[config.mk]
export PLATFORM = sky130hd
export DESIGN_NAME = tod_hm_counter
export DESIGN_NICKNAME = d
export VERILOG_FILES = /design/src/rtl/tod_pkg.sv /design/src/rtl/bcd_mod_counter.sv /design/src/rtl/tod_hm_counter.sv
export SDC_FILE = /design/constraint.sdc
export NUM_CORES = 1
export LEC_CHECK = 0
export CORE_ASPECT_RATIO = 1.5
export CORE_MARGIN = 1.5
export CORE_UTILIZATION = 52
export CTS_CLUSTER_SIZE = 30
export DETAILED_ROUTE_END_ITERATION = 10
export GPL_TIMING_DRIVEN = 0
export PLACE_DENSITY = 0.83
export SYNTH_ARGS = -nofsm -noshare
export SYNTH_HDL_FRONTEND = slang
export SYNTH_SLANG_ARGS = --single-unit
export TNS_END_PERCENT = 20
[constraint.sdc]
create_clock -name clk -period 3.6 [get_ports clk]
set_clock_uncertainty 0.1 [all_clocks]
set_input_delay 0.9 -clock clk [delete_from_list [all_inputs] [get_ports clk]]
set_output_delay 0.9 -clock clk [all_outputs]
set_load 0.05 [all_outputs]
[src/rtl/tod_pkg.sv]
// Shared types and constants for the time-of-day minutes/hours stage.
// Mode encodings are visible on the mode output, so their values are fixed.
package tod_pkg;

    typedef enum logic [2:0] {
        RUN        = 3'd0,
        SET_HR     = 3'd1,
        SET_MIN    = 3'd2,
        SET_AL_HR  = 3'd3,
        SET_AL_MIN = 3'd4
    } mode_t;

    localparam int MIN_MOD = 60;
    localparam int DIGIT_W = 4;
    localparam int MIN_W   = 7;   // {tens[2:0], ones[3:0]}
    localparam int HR_W    = 6;   // {tens[1:0], ones[3:0]}

    function automatic logic [7:0] bcd_of(input int n);
        return {4'(n / 10), 4'(n % 10)};
    endfunction

    // Plain BCD increment without modulus handling.
    function automatic logic [7:0] bcd_step(input logic [7:0] v);
        if (v[3:0] == 4'd9)
            return {v[7:4] + 4'd1, 4'd0};
        else
            return {v[7:4], v[3:0] + 4'd1};
    endfunction

endpackage

[src/rtl/bcd_mod_counter.sv]
// Two-digit BCD modulo-MOD counter with synchronous clear and increment enable.
// Latency: value updates at the edge where inc is sampled; wrap is combinational.
// Backpressure: none, every inc is accepted.
module bcd_mod_counter
    import tod_pkg::*;
#(
    parameter int MOD = 60,
    parameter int W   = 7
) (
    input  logic         clk,
    input  logic         clr,
    input  logic         inc,
    output logic [W-1:0] value,
    output logic         wrap
);

    localparam int         TW   = W - DIGIT_W;
    localparam logic [7:0] LAST = bcd_of(MOD - 1);

    logic [TW-1:0]      tens;
    logic [DIGIT_W-1:0] ones;

    assign tens = value[W-1:DIGIT_W];
    assign ones = value[DIGIT_W-1:0];
    assign wrap = inc && (value == LAST[W-1:0]);

    always_ff @(posedge clk) begin
        if (clr) begin
            value <= '0;
        end else if (inc) begin
            if (wrap)
                value <= '0;
            else if (ones == 4'd9)
                value <= {tens + TW'(1), 4'd0};
            else
                value <= {tens, ones + 4'd1};
        end
    end

endmodule

[src/rtl/tod_hm_counter.sv]
// Time-of-day BCD minutes/hours driven by the seconds stage's clk_div60 level, with button set FSM.
// Latency: count and hour/day/alarm pulses update one edge after tick_in rises; alarm needs TOD_ALARM_EN.
// Backpressure: none; minute events arriving outside RUN are dropped.
module tod_hm_counter
    import tod_pkg::*;
#(
    parameter int HOUR_MOD = 24
) (
    input  logic             clk,
    input  logic             rst,
    input  logic             tick_in,
    input  logic             btn_mode,
    input  logic             btn_inc,
    output logic [MIN_W-1:0] min_bcd,
    output logic [HR_W-1:0]  hr_bcd,
    output logic [2:0]       mode,
    output logic             hour_tick,
    output logic             day_tick,
    output logic             alarm_hit
);

    mode_t mode_q;
    logic  tick_q;
    logic  armed;
    logic  tick_edge;
    logic  minute_evt;
    logic  run_evt;
    logic  set_inc;
    logic  min_inc;
    logic  hr_inc;
    logic  min_wrap;
    logic  hr_wrap;

    assign tick_edge  = tick_in & ~tick_q;
    // The seconds stage raises clk_div60 right out of reset; that first rise only arms.
    assign minute_evt = tick_edge & armed;
    assign run_evt    = minute_evt & (mode_q == RUN);
    assign set_inc    = btn_inc & ~btn_mode;

    assign min_inc = run_evt | ((mode_q == SET_MIN) & set_inc);
    assign hr_inc  = (run_evt & min_wrap) | ((mode_q == SET_HR) & set_inc);
    assign mode    = mode_q;

    always_ff @(posedge clk) begin
        if (rst) begin
            tick_q <= 1'b0;
            armed  <= 1'b0;
        end else begin
            tick_q <= tick_in;
            if (tick_edge)
                armed <= 1'b1;
        end
    end

    bcd_mod_counter #(.MOD(MIN_MOD), .W(MIN_W)) u_min (
        .clk   (clk),
        .clr   (rst),
        .inc   (min_inc),
        .value (min_bcd),
        .wrap  (min_wrap)
    );

    bcd_mod_counter #(.MOD(HOUR_MOD), .W(HR_W)) u_hr (
        .clk   (clk),
        .clr   (rst),
        .inc   (hr_inc),
        .value (hr_bcd),
        .wrap  (hr_wrap)
    );

    always_ff @(posedge clk) begin
        if (rst) begin
            mode_q    <= RUN;
            hour_tick <= 1'b0;
            day_tick  <= 1'b0;
        end else begin
            hour_tick <= run_evt & min_wrap;
            day_tick  <= run_evt & min_wrap & hr_wrap;
            if (btn_mode) begin
                case (mode_q)
                    RUN:        mode_q <= SET_HR;
                    SET_HR:     mode_q <= SET_MIN;
`ifdef TOD_ALARM_EN
                    SET_MIN:    mode_q <= SET_AL_HR;
                    SET_AL_HR:  mode_q <= SET_AL_MIN;
                    SET_AL_MIN: mode_q <= RUN;
`else
                    SET_MIN:    mode_q <= RUN;
`endif
                    default:    mode_q <= RUN;
                endcase
            end
        end
    end

`ifdef TOD_ALARM_EN
    logic [MIN_W-1:0] al_min;
    logic [HR_W-1:0]  al_hr;
    logic             al_min_wrap;
    logic             al_hr_wrap;
    logic             alarm_valid;
    logic [7:0]       min_nxt;
    logic [7:0]       hr_nxt;

    bcd_mod_counter #(.MOD(MIN_MOD), .W(MIN_W)) u_al_min (
        .clk   (clk),
        .clr   (rst),
        .inc   ((mode_q == SET_AL_MIN) & set_inc),
        .value (al_min),
        .wrap  (al_min_wrap)
    );

    bcd_mod_counter #(.MOD(HOUR_MOD), .W(HR_W)) u_al_hr (
        .clk   (clk),
        .clr   (rst),
        .inc   ((mode_q == SET_AL_HR) & set_inc),
        .value (al_hr),
        .wrap  (al_hr_wrap)
    );

    // Time the counters hold after this edge, so the hit lines up with the updated count.
    always_comb begin
        min_nxt = min_wrap ? 8'd0 : bcd_step({1'b0, min_bcd});
        hr_nxt  = {2'b00, hr_bcd};
        if (min_wrap)
            hr_nxt = hr_wrap ? 8'd0 : bcd_step({2'b00, hr_bcd});
    end

    always_ff @(posedge clk) begin
        if (rst) begin
            alarm_valid <= 1'b0;
            alarm_hit   <= 1'b0;
        end else begin
            if (btn_mode && (mode_q == SET_AL_MIN))
                alarm_valid <= 1'b1;
            alarm_hit <= run_evt & alarm_valid & ~al_min_wrap & ~al_hr_wrap
                       & (hr_nxt == {2'b00, al_hr}) & (min_nxt == {1'b0, al_min});
        end
    end
`else
    assign alarm_hit = 1'b0;
`endif

endmodule
==> flow_summary.json <==
{
  "run_status": "complete, no violations",
  "fin_crit_sh_pct": 73.7,
  "clk_pin_slew_ns": 0.12,
  "met2WireLength_mm": 1.16,
  "htreeDepth": 1,
  "synth-seq-cells": 19,
  "cts_setup_buffers": 0,
  "cts_resized": 0,
  "area.growth.synth_to_final_pct": 25.1,
  "drt-total-wl_mm": 2.20,
  "drt_iter0_markers": 10,
  "grt_max_degree": 11,
  "setup_viol": 0,
  "fin_area_um2": 1280,
  "cp_slowest_cell": "clkdlybuf4s50_1",
  "hp-class": "flop to flop",
  "grt_usage_pct": 21.9,
  "highest_layer": "met4",
  "initial_core_util_pct": 55.2,
  "die_area_um2": 2250,
  "ir_drop_v": 0.000223,
  "gp_congestion": 0.758,
  "rsz0062_at_grt": "no",
  "numCtsBuffers": 3,
  "layout-drive-gt1-share_pct": 8.70,
  "antenna_found_initial": 0,
  "hold_viol_final": 0,
  "die-width_um": 39.2,
  "powerDensity_nw_per_um2": 301,
  "syn_avg_cell_area_um2": 9.06,
  "p_leak_uw": 0.000425,
  "cts_tree": "built",
  "final_common_cell": "clkdlybuf4s50_1",
  "final.fill_count": 162,
  "slew_headroom_pct": 55.7,
  "coreArea_um2": 1850,
  "worstMarginPinSlew_ns": 0.663,
  "ant_nets": 0,
  "met1_length_um": 919,
  "yosys_warnings": 0,
  "worst-path-buf-inv": 1,
  "grt_first_pass_wirelength_mm": 3.61,
  "numClockSinks": 19,
  "numPortBuffers": 20,
  "synthesis.area_um2": 1020,
  "pre_cts_slack_ns": 0.782,
  "fin_hold_ws_ns": 0.424,
  "critical_path_required_ns": 2.60,
  "gr-total-overflow": 0,
  "clock_path_buffers": 2,
  "final_cell_mix": "20 x clkdlybuf4s50_1, 19 x dfxtp_1, 11 x a21oi_1, 9 x inv_1, 7 x ha_1",
  "critPathArrivalTime_ns": 1.65,
  "holdBufCountCts": 0,
  "min_period_ns": 2.65,
  "placed_cell_area_um2": 1250,
  "first_pass_iters": 4,
  "final_nets": 151,
  "ys_seq_area_share_pct": 37.2,
  "setup_slack_ns": 0.948,
  "max-cap-violations": 0,
  "cp-start-kind": "flop",
  "boundaryPins": 24,
  "max_stage_delay_ns": 0.86,
  "core.rowCount": 19,
  "path_cells": "clkdlybuf4s50_1",
  "wl_met3_um": 66,
  "synth_flop_cell": "dfxtp_1",
  "ys_types": 41,
  "final_util_pct": 69.0,
  "hpwl_mm": 1.67,
  "cts_root_buffer": "clkbuf_4",
  "dieHeight_um": 57.3,
  "fin_setup_tns_ns": 0,
  "clk_latency_ns": 0.30,
  "max_freq_mhz": 377,
  "finalMaxSlewViolations": 0,
  "via_per_inst": 5.74,
  "cp_top_family": "buffers and inverters",
  "crit_fanout": 7,
  "end_kind": "output port",
  "crit_type": "flop to output port",
  "vias": 912,
  "drc": 0,
  "wl_per_cell_um": 13.8,
  "synthCells": 113,
  "grt_pass1_vias": 887,
  "synth_edf_count": 0,
  "insertedDiodeCount": 0,
  "synth-async-reset-ratio_pct": 0
}
==> worst paths after layout <==
path                   from             to  slack (ns)  cells after the start
max reg2reg  u_min.value[0]  u_hr.value[5]        1.56                      6
min           u_hr.value[4]  u_hr.value[4]        0.42                      2
max           u_hr.value[3]      hr_bcd[3]        0.95                      1
min reg2reg   u_hr.value[4]  u_hr.value[4]        0.42                      2
==> where the power goes <==
group          total (uW)  switching, uW  internal (uW)
logic                54.5           33.4           21.1
registers             221           5.81            215
clock network         110           66.7           43.2
total                 385            106            279
==> registers in the layout (all words and copies together), names as in the netlist <==
| signal | cells |
|---|---|
| day_tick | 1 |
| mode | 2 |
| u_min.value | 7 |
| hour_tick | 1 |
| tick_q | 1 |
| u_hr.value | 6 |
| armed | 1 |
==> kinds of logic (layout without fill, tap and decap cells) <==
| family | Yosys count | after routing | synth area share (%) |
|---|---|---|---|
| buffers and inverters | 15 | 39 | 6.36 |
| adder cells (fa/ha/maj) | 7 | 7 | 8.56 |
| AND/OR/NAND/NOR | 38 | 38 | 27.9 |
| other | 1 | 2 | 0.366 |
| AO/OA/AOI/OAI | 32 | 32 | 18.8 |
| XOR/XNOR | 1 | 1 | 0.856 |
| flip-flops | 19 | 19 | 37.2 |
==> cells in the mapped netlist (2+ instances only) <==
| master | n | area (um2) |
|---|---|---|
| a211oi_1 | 2 | 15.0 |
| a21o_1 | 2 | 15.0 |
| a21oi_1 | 11 | 55.1 |
| buf_4 | 2 | 15.0 |
| clkbuf_1 | 2 | 7.51 |
| dfxtp_1 | 19 | 380 |
| ha_1 | 7 | 87.6 |
| inv_1 | 9 | 33.8 |
| nand2_1 | 4 | 15.0 |
| nand2b_1 | 5 | 31.3 |
| nand3_1 | 4 | 20.0 |
| nand3b_1 | 3 | 22.5 |
| nand4b_1 | 2 | 17.5 |
| nor2_1 | 3 | 11.3 |
| nor3_1 | 3 | 15.0 |
| o211ai_1 | 3 | 22.5 |
| o21ai_0 | 6 | 30.0 |
| o21ai_1 | 2 | 10.0 |
| or3_1 | 2 | 12.5 |
==> stage by stage <==
step | total power [uW] | std cells
after floorplan | 263 | 114
after CTS | 384 | 159
after global placement | 278 | 155
final | 385 | 159
after detailed placement | 280 | 155
after global routing | 398 | 159
==> per-layer routing <==
metal,global-route usage (%),up-vias
li1,-,452
met1,25.3,427
met2,36.9,26
met3,3.11,7
met4,11.8,0
met5,0,-
==> cell type report <==
type / instances / area [um2] / share of cell area (%)
flip-flops and latches: 19 / 380 / 29.7
clock buffers: 4 / 26.3 / 2.05
inverters: 9 / 33.8 / 2.64
well taps: 21 / 26.3 / 2.05
repair buffers: 20 / 200 / 15.6
multi-input cells: 80 / 582 / 45.5
plain buffers: 6 / 31.3 / 2.44
No activity file was read; power rests on OpenSTA's default activity.
